### src/rtl/apb_uart_rx.sv
// APB slave UART receiver (8N1): synchronised rx line, start/stop checking,
// byte FIFO behind a stalling DATA register, STATUS register with W1C error flags.
module apb_uart_rx #(
  parameter int unsigned BUS_WIDTH    = 16,
  parameter int unsigned CLKS_PER_BIT = 434,
  parameter int unsigned FIFO_DEPTH   = 8
) (
  input  logic                 clk,
  input  logic                 reset,
  input  logic [1:0]           S_PADDR,
  input  logic                 S_PWRITE,
  input  logic                 S_PSELx,
  input  logic                 S_PENABLE,
  input  logic [BUS_WIDTH-1:0] S_PWDATA,
  output logic [BUS_WIDTH-1:0] S_PRDATA,
  output logic                 S_PREADY,
  input  logic                 rx_wire,
  output logic                 rx_irq
);

  localparam int unsigned AW = $clog2(FIFO_DEPTH);
  localparam int unsigned CW = $clog2(CLKS_PER_BIT);
  localparam logic [CW-1:0] HALF_LAST = CW'(CLKS_PER_BIT / 2 - 1);
  localparam logic [CW-1:0] BIT_LAST  = CW'(CLKS_PER_BIT - 1);
  localparam logic [AW:0]   FULL_LVL  = (AW + 1)'(FIFO_DEPTH);

  typedef enum logic [1:0] {ST_IDLE, ST_START, ST_DATA, ST_STOP} state_e;

  // Input synchroniser and edge detect
  logic       sync1_q, rx_s_q, rx_prev_q, armed_q;
  logic [1:0] vld_q;

  // armed_q only rises once rx_s has shown a real (post-reset) high level, so a
  // line held low through reset release cannot fake a start edge.
  always_ff @(posedge clk or negedge reset) begin
    if (!reset) begin
      sync1_q   <= 1'b1;
      rx_s_q    <= 1'b1;
      rx_prev_q <= 1'b1;
      vld_q     <= '0;
      armed_q   <= 1'b0;
    end else begin
      sync1_q   <= rx_wire;
      rx_s_q    <= sync1_q;
      rx_prev_q <= rx_s_q;
      vld_q     <= {vld_q[0], 1'b1};
      armed_q   <= armed_q | (vld_q[1] & rx_s_q);
    end
  end

  // Receive FSM
  state_e        state_q, state_d;
  logic [CW-1:0] cnt_q, cnt_d;
  logic [2:0]    bidx_q, bidx_d;
  logic [7:0]    sh_q, sh_d;
  logic          push, frame_set;

  always_ff @(posedge clk or negedge reset) begin
    if (!reset) begin
      state_q <= ST_IDLE;
      cnt_q   <= '0;
      bidx_q  <= '0;
      sh_q    <= '0;
    end else begin
      state_q <= state_d;
      cnt_q   <= cnt_d;
      bidx_q  <= bidx_d;
      sh_q    <= sh_d;
    end
  end

  always_comb begin
    state_d   = state_q;
    cnt_d     = cnt_q;
    bidx_d    = bidx_q;
    sh_d      = sh_q;
    push      = 1'b0;
    frame_set = 1'b0;
    case (state_q)
      ST_IDLE: begin
        if (armed_q && rx_prev_q && !rx_s_q) begin
          state_d = ST_START;
          cnt_d   = '0;
        end
      end
      ST_START: begin
        if (cnt_q == HALF_LAST) begin
          cnt_d  = '0;
          bidx_d = '0;
          state_d = rx_s_q ? ST_IDLE : ST_DATA;
        end else begin
          cnt_d = cnt_q + 1'b1;
        end
      end
      ST_DATA: begin
        if (cnt_q == BIT_LAST) begin
          sh_d[bidx_q] = rx_s_q;
          cnt_d        = '0;
          if (bidx_q == 3'd7) state_d = ST_STOP;
          else                bidx_d  = bidx_q + 1'b1;
        end else begin
          cnt_d = cnt_q + 1'b1;
        end
      end
      ST_STOP: begin
        if (cnt_q == BIT_LAST) begin
          cnt_d     = '0;
          state_d   = ST_IDLE;
          push      = rx_s_q;
          frame_set = !rx_s_q;
        end else begin
          cnt_d = cnt_q + 1'b1;
        end
      end
      default: state_d = ST_IDLE;
    endcase
  end

  // FIFO, flags and bus decode
  logic [7:0]    mem_q [FIFO_DEPTH];
  logic [AW-1:0] wr_ptr_q, rd_ptr_q;
  logic [AW:0]   level_q, level_d;
  logic          overrun_q, frame_err_q, rx_irq_q;
  logic          apb_sel, empty, full, pop, push_ok, wr_status;

  assign apb_sel   = S_PSELx & S_PENABLE;
  assign empty     = (level_q == '0);
  assign full      = (level_q == FULL_LVL);
  assign pop       = apb_sel & ~S_PWRITE & (S_PADDR == 2'd0) & ~empty;
  assign push_ok   = push & (~full | pop);
  assign wr_status = apb_sel & S_PWRITE & (S_PADDR == 2'd1);

  always_comb begin
    case ({push_ok, pop})
      2'b10:   level_d = level_q + 1'b1;
      2'b01:   level_d = level_q - 1'b1;
      default: level_d = level_q;
    endcase
  end

  always_ff @(posedge clk) begin
    if (push_ok) mem_q[wr_ptr_q] <= sh_q;
  end

  always_ff @(posedge clk or negedge reset) begin
    if (!reset) begin
      wr_ptr_q    <= '0;
      rd_ptr_q    <= '0;
      level_q     <= '0;
      overrun_q   <= 1'b0;
      frame_err_q <= 1'b0;
      rx_irq_q    <= 1'b0;
    end else begin
      if (push_ok) wr_ptr_q <= wr_ptr_q + 1'b1;
      if (pop)     rd_ptr_q <= rd_ptr_q + 1'b1;
      level_q  <= level_d;
      rx_irq_q <= ~empty;
      if (push && full && !pop)            overrun_q   <= 1'b1;
      else if (wr_status && S_PWDATA[2])   overrun_q   <= 1'b0;
      if (frame_set)                       frame_err_q <= 1'b1;
      else if (wr_status && S_PWDATA[3])   frame_err_q <= 1'b0;
    end
  end

  assign rx_irq = rx_irq_q;

  always_comb begin
    S_PREADY = 1'b0;
    S_PRDATA = '0;
    if (apb_sel) begin
      S_PREADY = 1'b1;
      if (!S_PWRITE && S_PADDR == 2'd0) begin
        S_PREADY      = ~empty;
        S_PRDATA[7:0] = mem_q[rd_ptr_q];
      end else if (!S_PWRITE && S_PADDR == 2'd1) begin
        S_PRDATA[0]        = ~empty;
        S_PRDATA[1]        = full;
        S_PRDATA[2]        = overrun_q;
        S_PRDATA[3]        = frame_err_q;
        S_PRDATA[4 +: AW+1] = level_q;
      end
    end
  end

  logic unused_pwdata;
  assign unused_pwdata = ^{S_PWDATA[BUS_WIDTH-1:4], S_PWDATA[1:0]};

endmodule

### config.mk
export PLATFORM = sky130hd
export DESIGN_NAME = apb_uart_rx
export DESIGN_NICKNAME = d
export VERILOG_FILES = /design/src/rtl/apb_uart_rx.sv
export SDC_FILE = /design/constraint.sdc
export NUM_CORES = 1
export LEC_CHECK = 0
export BUFFER_PORTS_ARGS = -buffer_cell sky130_fd_sc_hd__buf_4
export CAP_MARGIN = 5
export CORE_UTILIZATION = 63
export DETAILED_ROUTE_END_ITERATION = 10
export PLACE_DENSITY = 0.84
export SYNTH_ARGS = -nofsm -noshare
export SYNTH_HDL_FRONTEND = slang
export SYNTH_SLANG_ARGS = --single-unit
### constraint.sdc
create_clock -name clk -period 5.15 [get_ports clk]
set_input_delay 1.03 -clock clk [delete_from_list [all_inputs] [get_ports clk]]
set_output_delay 1.03 -clock clk [all_outputs]
set_load 0.05 [all_outputs]
==> results.sh, run 1 <==
export IMPL_worst_slew_pin_slew_ns=1.11
export IMPL_min_period_over_period=0.710
export IMPL_drive_gt1_frac=0.197
export IMPL_drc=0
export IMPL_ant_nets=0
export IMPL_core_um2=6910
export IMPL_final_nets=373
export IMPL_crit_path_end_kind="output pin"
export IMPL_hp_start="vld_q[0]$_DFF_PN0_"
export IMPL_post_cts_resized=0
export IMPL_setup_tns_ns=0
export IMPL_regToRegSetupSlack_ns=2.03
export IMPL_finalSetupViolations=0
export IMPL_dr_pass1_iters=4
export IMPL_power_density_nw_per_um2=378
export IMPL_via_count=2736
export IMPL_synth_distinct_cells=48
export IMPL_synth_top_family_by_area="multiplexers"
export IMPL_grt_pass1_vias=2663
export IMPL_die_h_um=87.4
export IMPL_cp_arrival_ns=2.63
export IMPL_avgSynthCellArea_um2=14.4
export IMPL_synth_cells=318
export IMPL_hold_buffers=0
export IMPL_initial_core_util=0.665
export IMPL_ys_seq_elements=105
export IMPL_synthSimpleGateAreaFrac=0.102
export IMPL_antenna_diode_count=0
export IMPL_relSlewSlack=0.255
export IMPL_synth_edf_count=64
export IMPL_clockBufferDepth=2
export IMPL_drt_initial_drc_count=280
export IMPL_hold_class="reg -> reg"
export IMPL_hold_viol=0
export IMPL_clock_fmax_mhz=273
export IMPL_min_period_ns=3.66
export IMPL_rr_worst_depth=5
export IMPL_die_area_um2=7640
export IMPL_track_usage=0.247
export IMPL_muxShareOfSynthArea=0.129
export IMPL_cts_sinks=105
export IMPL_min_path_cells=0
export IMPL_status="finished clean"
export IMPL_ios=42
export IMPL_port_buffers=19
export IMPL_clk_pin_slew_ns=0.09
export IMPL_dp_hpwl_um=5660
export IMPL_cts_htree_levels=3
export IMPL_min_to="vld_q[1]$_DFF_PN0_"
export IMPL_routed_via_density=6.19
export IMPL_skew_ns=0.0152
export IMPL_cts_tree="done"
export IMPL_maxCapViolCount=0
export IMPL_postCtsSetupRepairBufs=0
export IMPL_cts_root_buf="clkbuf_8"
export IMPL_rows=30
export IMPL_routedWlPerCell_um=19.0
export IMPL_crit_required_ns=4.12
export IMPL_ir_worst_vdd_uv=338
export IMPL_regToRegStartpoint="cnt_q[6]$_DFFE_PN0P_"
export IMPL_drv_slew=0
export IMPL_grt_max_degree=42
export IMPL_clkLatencyLatePin_ns=0.37
export IMPL_grt_overflow_total=0
export IMPL_synthArstFlopShare=0.390
export IMPL_synth_top_flop_cell="edfxtp_1"
export IMPL_gp_congestion=0.759
export IMPL_synth_compound_area_frac=0.0577
export IMPL_wirelength_um=8400
export IMPL_start_kind="register"
export IMPL_total_power_mw=1.90
export IMPL_synthXorXnorAreaFrac=0.0133
export IMPL_r2r_end="mem_q[7][0]$_DFFE_PP_"
export IMPL_grt_pass1_wl_um=13200
export IMPL_antenna_found_initial=0
export IMPL_place_ws_ns=1.61
export IMPL_setup_slack_ns=1.49
export IMPL_rsz0062_at_grt="no"
export IMPL_die_w_um=87.4
export IMPL_crit_fanout=18
export IMPL_p_leak_nw=1.90
export IMPL_crit_type="reg -> out"
export IMPL_area_growth_pct=9.23
export IMPL_syn_area_um2=4590
export IMPL_cts_buffers=9
export IMPL_synthAdderAreaFrac=0.0218
export IMPL_ys_seq_area_frac=0.642
export IMPL_yosysWarningCount=0
## per-layer routing
metal,share of wire,global-route usage
met2,0.51,0.399
met4,0.026,0.134
met1,0.40,0.317
met5,0,0
met3,0.061,0.0483
## worst max-delay path by stage
stage,start,slack (ns),cells past startpoint,end
floorplan,S_PWRITE,1.31,4,S_PRDATA[0]
global placement,S_PWRITE,1.65,6,mem_q[7][4]$_DFFE_PP_
detailed placement,S_PWRITE,1.61,6,mem_q[7][4]$_DFFE_PP_
CTS,rd_ptr_q[0]$_DFFE_PN0P_,1.42,4,S_PRDATA[7]
global route,rd_ptr_q[0]$_DFFE_PN0P_,1.30,4,S_PRDATA[7]
finish,rd_ptr_q[0]$_DFFE_PN0P_,1.49,4,S_PRDATA[7]
## kinds of logic after synthesis
kind of cell / count (synthesis)
compound gates: 41
flops: 105
fa+ha+maj: 8
mux: 38
buf+inv: 28
other cells: 2
xor+xnor: 7
simple gates: 89
## layout make-up
cell class                 count  area [um^2]
sequential                   105         2950
fill                         446         1890
multi-input combinational    192         1530
timing repair buffer          26          195
clock buffer                   9          124
tap                           96          120
clock inverter                 7         76.3
inverter                       7         26.3
## critical path: stages, from the launching register on
cell and delay, ns:
dfrtp_1 1.06, mux4_2 0.65, mux2i_1 0.23, o21ai_0 0.11, buf_4 0.21
## through the flow
step                      utilization  hold WS (ns)  area, um^2  cells
final                           0.727         0.362        5020    442
after global routing            0.727         0.371        5020    442
after CTS                       0.727         0.365        5020    442
after detailed placement        0.698         0.337        4820    426
after global placement          0.698         0.341        4820    426
after floorplan                     -         0.331        4620    325
## power by group
part           internal (mW)  switching [mW]  total (mW)
clock network          0.229           0.279       0.508
registers              0.947           0.135        1.08
logic                  0.147           0.159       0.306
total                   1.32           0.573        1.90
## placed cells by master (no fill, tap or decap), drive strengths merged, types with 10 or more instances in the layout
cell	instances
nand3	12
buf	26
o21ai	13
nor3	11
inv	10
edfxtp	64
mux4	16
mux2i	11
mux2	11
nand2	31
dfrtp	38
## state kept, by name, summed over array words and instances (netlist names), 2 cells and up, named ones only
register,count
mem_q,64
cnt_q,9
sh_q,8
level_q,4
bidx_q,3
rd_ptr_q,3
wr_ptr_q,3
vld_q,2
## cell usage after synthesis (3+ instances only)
| library cell | count | area, um^2 |
|---|---|---|
| buf_4 | 8 | 60.1 |
| a41oi_1 | 3 | 26.3 |
| nand2_1 | 31 | 116 |
| nand4_1 | 3 | 18.8 |
| nor3b_1 | 4 | 30.0 |
| o21ai_0 | 11 | 55.1 |
| buf_1 | 4 | 15.0 |
| dfrtp_1 | 38 | 951 |
| nand2b_1 | 3 | 18.8 |
| clkbuf_1 | 7 | 26.3 |
| a31oi_1 | 7 | 43.8 |
| mux2i_1 | 11 | 110 |
| edfxtp_1 | 64 | 1920 |
| dfstp_2 | 3 | 78.8 |
| xnor2_1 | 5 | 43.8 |
| a21oi_1 | 8 | 40.0 |
| nor2_1 | 9 | 33.8 |
| mux4_2 | 16 | 360 |
| nor4b_1 | 4 | 35.0 |
| inv_1 | 7 | 26.3 |
| mux2_1 | 8 | 90.1 |
| nand3_1 | 12 | 60.1 |
| nor3_1 | 9 | 45.0 |
| ha_1 | 8 | 100 |
| a21o_1 | 3 | 22.5 |
| mux2_2 | 3 | 33.8 |
(Power assumes the default switching activity.)
==> run 2: changes to the inputs <==
CORE_UTILIZATION = 59   (was 63)
PLACE_DENSITY = 0.79   (was 0.84)
clock period = 3.85 ns   (was 5.15 ns; I/O delays follow)
==> run 2 against run 1 <==
Sequential power increased by 30%. Worst hold slack improved by 0.0021 ns. Final cell count increased by 1.4%. Final area increased by 0.27%. Non-clock buffer count increased by 3. Flip-flop and latch count unchanged. Count of clock-buffer cells in the layout increased by 2. First-iteration DRC count decreased by 57%. Global-route usage decreased by 3.0 points. Largest cell class unchanged. Critical path depth increased by 1.
==> results.sh, run 2 (synthesized netlist as in run 1, its figures left out) <==
export IMPL_status="finished clean"
export IMPL_die_h_um=90.2
export IMPL_power_density_nw_per_um2=500
export IMPL_hold_viol=0
export IMPL_regToRegStartpoint="cnt_q[6]$_DFFE_PN0P_"
export IMPL_drv_slew=0
export IMPL_p_leak_nw=1.92
export IMPL_final_seq_area_um2=2950
export IMPL_setup_tns_ns=0
export IMPL_clk_pin_slew_ns=0.10
export IMPL_layout_common_cells="edfxtp_1, dfrtp_1, nand2_1"
export IMPL_finalSetupViolations=0
export IMPL_whs_ns=0.364
export IMPL_grt_max_degree=42
export IMPL_antenna_found_initial=0
export IMPL_cts_htree_levels=3
export IMPL_relSlewSlack=0.247
export IMPL_drt_initial_drc_count=119
export IMPL_hold_buffers=0
export IMPL_top_register="mem_q"
export IMPL_power_frac_clock=0.255
export IMPL_routedWlPerCell_um=18.3
export IMPL_reg_top3="mem_q: 64 flops, cnt_q: 9 flops, sh_q: 8 flops"
export IMPL_cts_sinks=105
export IMPL_crit_fanout=15
export IMPL_track_usage=0.217
export IMPL_min_period_ns=3.10
export IMPL_n_fill_cell=490
export IMPL_ir_worst_vdd_uv=302
export IMPL_dr_pass1_iters=4
export IMPL_skew_ns=0.0116
export IMPL_total_power_mw=2.51
export IMPL_grt_overflow_total=0
export IMPL_clockBufferDepth=2
export IMPL_crit_required_ns=3.08
export IMPL_multiInputGateArea_um2=1530
export IMPL_initial_core_util=0.620
export IMPL_cts_root_buf="clkbuf_8"
export IMPL_wirelength_um=8190
export IMPL_min_period_over_period=0.805
export IMPL_port_buffers=19
export IMPL_largest_reg_flops=64
export IMPL_maxCapViolCount=0
export IMPL_area_growth_pct=9.53
export IMPL_power_switching_mw=0.763
export IMPL_antenna_diode_count=0
export IMPL_final_common_cell="edfxtp_1"
export IMPL_ios=42
export IMPL_die_area_um2=8140
export IMPL_ant_nets=0
export IMPL_drive_gt1_frac=0.206
export IMPL_rsz0062_at_grt="no"
export IMPL_drc=0
export IMPL_core_um2=7410
export IMPL_route_met3_wl_um=469
export IMPL_rows=31
export IMPL_met2_length_um=4270
export IMPL_p_seq_frac=0.557
export IMPL_wl_met1_um=3260
export IMPL_r2r_end="mem_q[5][4]$_DFFE_PP_"
export IMPL_hold_class="in -> async"
export IMPL_die_w_um=90.2
export IMPL_post_cts_resized=0
export IMPL_p_sw_frac=0.303
export IMPL_gp_congestion=0.807
export IMPL_start_kind="input pin"
export IMPL_clock_fmax_mhz=323
export IMPL_dp_hpwl_um=5580
export IMPL_clkLatencyLatePin_ns=0.37
export IMPL_rr_worst_depth=6
export IMPL_crit_type="in -> out"
export IMPL_routed_via_density=5.98
export IMPL_highest_layer="met4"
export IMPL_setup_worst_path_start="S_PWRITE"
export IMPL_postCtsSetupRepairBufs=0
export IMPL_cp_arrival_ns=2.33
export IMPL_cts_buffers=9
export IMPL_crit_path_end_kind="output pin"
export IMPL_regToRegSetupSlack_ns=0.90
export IMPL_grt_pass1_vias=2644
export IMPL_internal_power_mw=1.75
export IMPL_final_nets=376
export IMPL_grt_pass1_wl_um=13100
export IMPL_worst_slew_pin_slew_ns=1.12
export IMPL_power_share_combinational=0.187
export IMPL_via_count=2679
export IMPL_cts_tree="done"
==> run 2: changes by cell type in the layout (fill, tap and decap cells not counted) <==
cell,change
clkinvlp_4,-1
inv_6,-3
clkbuf_8,+2
bufinv_16,-1
clkinv_1,-1
buf_4,+3
clkinv_4,+1
inv_4,+3
==> run 2: worst max-delay path: stages <==
cell	delay [ns]
buf_4	0.12
nor3_1	0.36
nand3_1	0.44
o21ai_0	0.38
buf_4	0.26
==> run 2: final cells by class <==
class | instances | area share
flip-flops and latches | 105 | 0.587
well taps | 99 | 0.0246
inverters | 7 | 0.00522
clock inverters | 5 | 0.00721
repair buffers | 29 | 0.0433
multi-input cells | 192 | 0.303
clock buffers | 11 | 0.0301
==> run 2: how the worst max path moves through the flow <==
stage               slack, ns                    end
floorplan                0.53            S_PRDATA[0]
global placement         0.81  mem_q[6][4]$_DFFE_PP_
detailed placement       0.66  mem_q[5][4]$_DFFE_PP_
CTS                      0.75            S_PRDATA[3]
global route             0.61            S_PRDATA[3]
finish                   0.75            S_PRDATA[3]
==> run 2: metal layers <==
metal,track usage,vias to the layer above
li1,-,1242
met1,0.260,1331
met2,0.374,88
met3,0.0558,18
met4,0.0887,0
met5,0,-
==> run 2: power by group through the flow <==
stage,logic (mW),registers (mW),clock network (mW)
5_1_grt,0.518,1.42,0.693
2_1_floorplan,0.357,1.40,0
4_1_cts,0.475,1.40,0.652
6_report,0.471,1.40,0.642
3_3_place_gp,0.450,1.41,0
3_5_place_dp,0.475,1.42,0
==> run 2: stage by stage <==
step	cells	area [um^2]	worst slack [ns]	util
2_1_floorplan	325	4620	0.530	-
3_3_place_gp	432	4840	0.807	0.654
3_5_place_dp	432	4840	0.655	0.654
4_1_cts	448	5030	0.750	0.679
5_1_grt	448	5030	0.610	0.679
6_report	448	5030	0.749	0.679
